--- src/rtl/permutation_xor.sv ---
// ASCON round datapath: optional pre-round data/key injection, one full ASCON
// round, optional post-round key/domain injection, and the 320-bit state register.

package ascon_pack;
    // S[0]..S[4], each a 64-bit lane of the ASCON state
    typedef logic [4:0][63:0] type_state;
endpackage

module permutation_xor
    import ascon_pack::*;
(
    input  logic        clock_i,
    input  logic        resetb_i,
    input  logic        select_i,
    input  type_state   permutation_i,
    input  logic [3:0]  round_i,
    input  logic        enable_i,
    input  logic [127:0] xor_key_i,
    input  logic [63:0] xor_data_i,
    input  logic [1:0]  etat_up_i,
    input  logic [1:0]  etat_down_i,
    output type_state   permutation_o
);

    type_state  state_q;
    type_state  state_d;
    type_state  muxState;
    type_state  preXorState;
    type_state  constState;
    type_state  sboxState;
    type_state  linState;
    logic [3:0] constHigh;

    function automatic logic [63:0] rotr(input logic [63:0] x, input int unsigned n);
        return (x >> n) | (x << (64 - n));
    endfunction

    assign muxState  = select_i ? permutation_i : state_q;
    assign constHigh = 4'hF - round_i;

    always_comb begin
        preXorState = muxState;
        if (etat_up_i[0]) begin
            preXorState[0] = muxState[0] ^ xor_data_i;
        end
        if (etat_up_i[1]) begin
            preXorState[1] = muxState[1] ^ xor_key_i[127:64];
            preXorState[2] = muxState[2] ^ xor_key_i[63:0];
        end
    end

    always_comb begin
        constState       = preXorState;
        constState[2]    = preXorState[2] ^ {56'h0, constHigh, round_i};
    end

    // Bit-sliced S-box: every 64-bit word operation evaluates all 64 columns at once.
    always_comb begin
        logic [63:0] x0, x1, x2, x3, x4;
        logic [63:0] t0, t1, t2, t3, t4;
        x0 = constState[0];
        x1 = constState[1];
        x2 = constState[2];
        x3 = constState[3];
        x4 = constState[4];

        x0 = x0 ^ x4;
        x4 = x4 ^ x3;
        x2 = x2 ^ x1;

        t0 = ~x0 & x1;
        t1 = ~x1 & x2;
        t2 = ~x2 & x3;
        t3 = ~x3 & x4;
        t4 = ~x4 & x0;

        x0 = x0 ^ t1;
        x1 = x1 ^ t2;
        x2 = x2 ^ t3;
        x3 = x3 ^ t4;
        x4 = x4 ^ t0;

        x1 = x1 ^ x0;
        x0 = x0 ^ x4;
        x3 = x3 ^ x2;
        x2 = ~x2;

        sboxState[0] = x0;
        sboxState[1] = x1;
        sboxState[2] = x2;
        sboxState[3] = x3;
        sboxState[4] = x4;
    end

    always_comb begin
        linState[0] = sboxState[0] ^ rotr(sboxState[0], 19) ^ rotr(sboxState[0], 28);
        linState[1] = sboxState[1] ^ rotr(sboxState[1], 61) ^ rotr(sboxState[1], 39);
        linState[2] = sboxState[2] ^ rotr(sboxState[2], 1)  ^ rotr(sboxState[2], 6);
        linState[3] = sboxState[3] ^ rotr(sboxState[3], 10) ^ rotr(sboxState[3], 17);
        linState[4] = sboxState[4] ^ rotr(sboxState[4], 7)  ^ rotr(sboxState[4], 41);
    end

    // Key and domain-separation bits both land on S4, so apply them sequentially.
    always_comb begin
        state_d = linState;
        if (etat_down_i[0]) begin
            state_d[3] = state_d[3] ^ xor_key_i[127:64];
            state_d[4] = state_d[4] ^ xor_key_i[63:0];
        end
        if (etat_down_i[1]) begin
            state_d[4] = state_d[4] ^ 64'h1;
        end
    end

    always_ff @(posedge clock_i) begin
        if (resetb_i) begin
            state_q <= '0;
        end else if (enable_i) begin
            state_q <= state_d;
        end
    end

    assign permutation_o = state_q;

endmodule

--- config.mk ---
export PLATFORM = sky130hd
export DESIGN_NAME = permutation_xor
export DESIGN_NICKNAME = d
export VERILOG_FILES = /design/src/rtl/permutation_xor.sv
export SDC_FILE = /design/constraint.sdc
export NUM_CORES = 2
export LEC_CHECK = 0
export BUFFER_PORTS_ARGS = -buffer_cell sky130_fd_sc_hd__buf_2
export CELL_PAD_IN_SITES_DETAIL_PLACEMENT = 2
export CELL_PAD_IN_SITES_GLOBAL_PLACEMENT = 2
export CORE_UTILIZATION = 30
export CTS_CLUSTER_DIAMETER = 120
export DETAILED_ROUTE_END_ITERATION = 7
export HOLD_SLACK_MARGIN = 0.05
export PLACE_DENSITY_LB_ADDON = 0.2
export SETUP_SLACK_MARGIN = 0.02
export SLEW_MARGIN = 5
export SYNTH_ARGS = -nofsm -noshare
export SYNTH_HDL_FRONTEND = slang
export SYNTH_SLANG_ARGS = --single-unit
--- constraint.sdc ---
create_clock -name clock_i -period 4.15 [get_ports clock_i]
set_input_delay 0.83 -clock clock_i [delete_from_list [all_inputs] [get_ports clock_i]]
set_output_delay 0.83 -clock clock_i [all_outputs]
set_load 0.01 [all_outputs]
# [Yosys cells after proc, flatten, opt, wreduce, memory -nomap -nowiden]
# Cells that the tools add are included.
[classes] add_sub_neg=1 muxes=5 n_bitwise=49
[op_table] cell="$xor 64x64->64" count=26
[op_table] cell="$not 64->64" count=6
[op_table] cell="$and 64x64->64" count=5
[op_table] cell="$mux 320" count=1
[op_table] cell="$mux 128" count=2
[op_table] cell="$mux 64" count=1
[op_table] cell="$or 23x64->64" count=1
[op_table] cell="$or 25x64->64" count=1
[op_table] cell="$or 3x64->64" count=1
[op_table] cell="$or 36x64->64" count=1
[op_table] cell="$or 45x64->64" count=1
[op_table] cell="$or 47x64->64" count=1
[op_table] cell="$or 54x64->64" count=1
[op_table] cell="$or 57x64->64" count=1
[op_table] cell="$or 58x64->64" count=1
[op_table] cell="$or 63x64->64" count=1
[op_table] cell="$xor 64x8->64" count=1
[op_table] cell="$sub 4x4->4 const A" count=1
[op_table] cell="$mux 1" count=1
[op_table] cell="$not 1->1" count=1
[totals] ff_bits=320 in_bits=524 out_inout_bits=320 elab_cells=60

# [Longest topological paths before layout]
[logic_depth] word_depth=14 ltp_mapped=17

# [Worst setup path after synthesis]
# OpenSTA, ideal clock, no wires.
[synth_path] path_kind="input to register" startpoint="in select_i" endpoint="reg state_q, in the netlist permutation_o[199]" setup_ps=130 arrival_ps=4179 path_slack_ps=-160 stages=15 cell_sequence="buf_6 > buf_8 > buf_6 > buf_6 > buf_6 > buf_2 > buf_1 > mux2i_1 > xor2_1 > ha_1 > xnor2_1 > xnor3_1 > or2_2 > mux2i_1 > nor3_1"
[synth_between] elab_chain_len=12 word_cells_on_any_way=23 cone_classes="mux: 4; bitwise: 19"
[synth_lines] element="start: declaration" line_no="14" text="input logic select_i,"
[synth_lines] element="$mux 320 *" line_no="38" text="assign muxState = select_i ? permutation_i : state_q;"
[synth_lines] element="$xor 64x64->64 (on tied branches)" line_no="44, 48"
[synth_lines] element="$mux 64 or $mux 128 (tied branches)" line_no="43, 46"
[synth_lines] element="$xor 64x64->64 or $xor 64x8->64 (tied branches)" line_no="67, 54"
[synth_lines] element="$and 64x64->64 or $xor 64x64->64 (tied branches)" line_no="75, 69"
[synth_lines] element="$xor 64x64->64 (on tied branches)" line_no="80, 79"
[synth_lines] element="$xor 64x64->64 *" line_no="85" text="x3 = x3 ^ x2;"
[synth_lines] element="$or 54x64->64" line_no="35" text="return (x >> n) | (x << (64 - n));"
[synth_lines] element="$xor 64x64->64" line_no="99" text="linState[3] = sboxState[3] ^ rotr(sboxState[3], 10) ^ rotr(sboxState[3], 17);"
[synth_lines] element="$xor 64x64->64 *" line_no="99"
[synth_lines] element="$xor 64x64->64" line_no="107" text="state_d[3] = state_d[3] ^ xor_key_i[127:64];"
[synth_lines] element="$mux 128 *" line_no="106" text="if (etat_down_i[0]) begin"
[synth_lines] element="end signal: assignment" line_no="119" text="state_q <= state_d;"
[synth_lines] element="end: declaration" line_no="25" text="type_state state_q;"
# Mark *: on every way between the ends. The rest lies on a longest branch, timed or not.
# A chain may end at the register's enable or synchronous reset.

# [Worst setup path in the final report]
[layout_path] startpoint="in select_i" endpoint="reg state_q, in the netlist permutation_o[243]"
# The elaborated chain is that of the path after synthesis.

==> metrics.md <==
| Metric | Value |
|---|---|
| # nets final | approximately 5,800 |
| Clock network power share | 7.5% |
| Ys Warns | 0 |
| Run status | completed |
| DR pass1 iterations | 5 |
| Worst setup path class | in2reg |
| CTS H-tree depth | 2 |
| Pin count of the biggest net entering global routing | roughly 180 |
| Worst-path fanout max | 32 |
| Sink Count | 320 |
| Die width | approximately 340 µm |
| Die Area | 115,000 µm² |
| Hold_ws | about 400 ps |
| ANT nets after route | 0 |
| Post-synth top area share | around a quarter |
| Final wirelength | around 230,000 µm |
| Final HPWL DP | approximately 200,000 µm |
| Initial antenna violation count | 18 |
| Yosys cell types | 39 |
| Post-synth EDFFs | 0 |
| Mapped Area | 34,200 µm² |
| Input/output buffers | between 800 and 900 |
| Vias per cell | roughly 5.3 |
| Global-route wire length before repair | ~310,000 µm |
| Top cells by area, synth | xnor2_1 25%, dfxtp_1 19%, mux2i_1 11% |
| CTS tree | yes |
| Logic pwr share | between 80 and 90% |
| Final Critical Period | approximately 3800 ps |
| Synth area leader | xnor2_1 |
| CTS Buf Count | a little under 50 |
| Core Region | around 110,000 µm² |
| Avg Cell Area, Syn | ~9.1 µm² |
| Worst hold-check path type | in2reg |
| Max-Cap Viols | 0 |
| Layout cells sized above 1 | 33.0% |
| WL per Instance | 34.6 µm |
| Number of DRC markers in iteration 0 | about 2,700 |
| DRC Markers | 0 |
| Static Leak | roughly 0.021 µW |
| Hold-fix buffers, CTS | 0 |
| Sequential power share | approximately a tenth |
| Final Non-Filler Cells | about 6,700 |
| Predominant post-synthesis flop cell | dfxtp_1 |
| Setup Skew | around 32 ps |
| Max IR drop VDD | between 0.4 and 0.5 mV |
| Clock slew at reported path FFs | about 60 ps |
| Sw Ratio | 51.8% |
| Critical Path AT | 4330 ps |
| Synth Instances | between 3,000 and 4,000 |
| R2r setup slk | 670 ps |
| Asr flop ratio synth | 0% |
| Psw | between 30,000 and 40,000 µW |
| Syn-to-layout area delta | 35.7% |
| FF+latch count, synth | 320 |
| Final WS setup | approximately 380 ps |
| Setup_tns | 0 ps |
| Hold Vio Cnt, Final | 0 |
| Placed instance count | ~6,600 |
| Worst-Margin Slew | 1270 ps |
| Fmax | around 0.27 GHz |
| CP endpoint kind | flip-flop |
| Number of global-route vias before repair | approximately 37,000 |
| Post-synthesis sequential area ratio | 18.7% |
| Pwr Total | 60,800 µW |
| Power Density | approximately 1300 nW/µm² |
| Post-CTS sizing | 0 |
| Die H | 340 µm |
| Startpoint types | input port |
| Req. time, crit path | 4710 ps |
| Rows | 123 |
| Worst-skew pair later-pin latency | 670 ps |
| Initial core utilization | between 30% and 40% |
| Most frequent cells after synthesis | 989 x xnor2_1, 467 x nand2_1, 382 x mux2i_1 |
| Final Max Slew Viols | 0 |
| DR vias | between 30,000 and 40,000 |
| I/O pins | ~840 |
| Max FFs per register | 320 |
| RSZ-0062 raised after global routing | false |
| Post-Syn Nets | ~4,400 |
| Crit share post-route | between 90% and 100% |
| Root Driver | clkbuf_16 |
| GRT Overall Usage | between 30% and 40% |
| Setup violators final | 0 |
| Post-CTS Setup Bufs | 0 |
| Rel. slew slack | ~15% |
| Placer congestion estimate | a little under 1 |
| P_int | approximately 29,000 µW |
| DP Worst Slack | -177 ps |
| Buffer depth of the longest clock path | 3 |
| Most common cell in the netlist | xnor2_1 |
| Global route overflow | 0 |
final cells by class:
type / count / area [µm²]
multi-input combinational: 3264 / 26800
clock inverter: 17 / 166
timing repair buffer: 1497 / 9560
antenna: 5 / 12.5
clock buffer: 72 / 1500
inverter: 8 / 30.0
sequential: 320 / 6410
fill: 12900 / 66300
tap: 1500 / 1880
cell families (layout without fill, tap and decap cells):
| family | Yosys count | in the layout | synth area share, % |
|---|---|---|---|
| compound gates | 314 | 314 | 6.37 |
| xor+xnor | 1417 | 1417 | 41.1 |
| fa+ha+maj | 190 | 190 | 6.51 |
| buf+inv | 185 | 1594 | 2.75 |
| flops | 320 | 320 | 18.7 |
| mux | 456 | 456 | 13.7 |
| other cells | 0 | 5 | 0 |
| simple gates | 887 | 887 | 10.9 |
stage by stage:
stage | util (%) | area [µm²]
3_5_place_dp | 39.7 | 44700
6_report | 41.2 | 46400
4_1_cts | 41.2 | 46400
2_1_floorplan | - | 34200
3_3_place_gp | 39.7 | 44700
5_1_grt | 41.2 | 46400
final timing paths:
| kind | from | endpoint | cells after the start |
|---|---|---|---|
| worst max-delay path | select_i | permutation_o[243]$_SDFFE_PP0P_ | 13 |
| worst min-delay path | resetb_i | permutation_o[314]$_SDFFE_PP0P_ | 2 |
| worst max register to register | permutation_o[75]$_SDFFE_PP0P_ | permutation_o[75]$_SDFFE_PP0P_ | 11 |
| worst min register to register | permutation_o[49]$_SDFFE_PP0P_ | permutation_o[49]$_SDFFE_PP0P_ | 2 |
placed cells by master (no fill, tap or decap), types with 14 or more instances in the layout:
cell type and count:
xnor2_1 988, buf_2 838, buf_4 624, nand2_1 467, mux2i_1 382, dfxtp_1 320
xor2_1 287, nor2_1 271, a211oi_1 221, ha_1 128, nor2b_1 114, xnor3_1 86
o21ai_0 78, mux2_2 69, maj3_1 61, xnor2_2 51, clkbuf_16 51, buf_12 32
nor3b_1 16, clkbuf_8 14
power by group through the flow:
| stage | logic, µW | clock network, µW | registers [µW] |
|---|---|---|---|
| after floorplan | 25800 | 0 | 5590 |
| after global placement | 48200 | 0 | 6070 |
| after detailed placement | 48900 | 0 | 6060 |
| after CTS | 49400 | 4610 | 6030 |
| after global routing | 51500 | 4680 | 6060 |
| final | 50100 | 4550 | 6090 |
layer usage:
layer | vias up | global-route usage (%) | wire, µm
li1 | 15300 | - | -
met4 | 18 | 18.7 | 13300
met5 | - | 0 | 118
met3 | 389 | 6.97 | 16100
met2 | 1510 | 64.7 | 107000
met1 | 18200 | 48.2 | 94600
critical path: stages:
cell,delay [ps]
buf_8,170
buf_12,220
buf_12,270
buf_4,190
mux2i_1,240
xnor2_1,260
ha_1,340
xnor2_1,290
xnor2_2,160
buf_4,200
xnor2_1,660
xnor2_1,160
a211oi_1,250
Note: power is estimated with default switching activity, not from simulation.
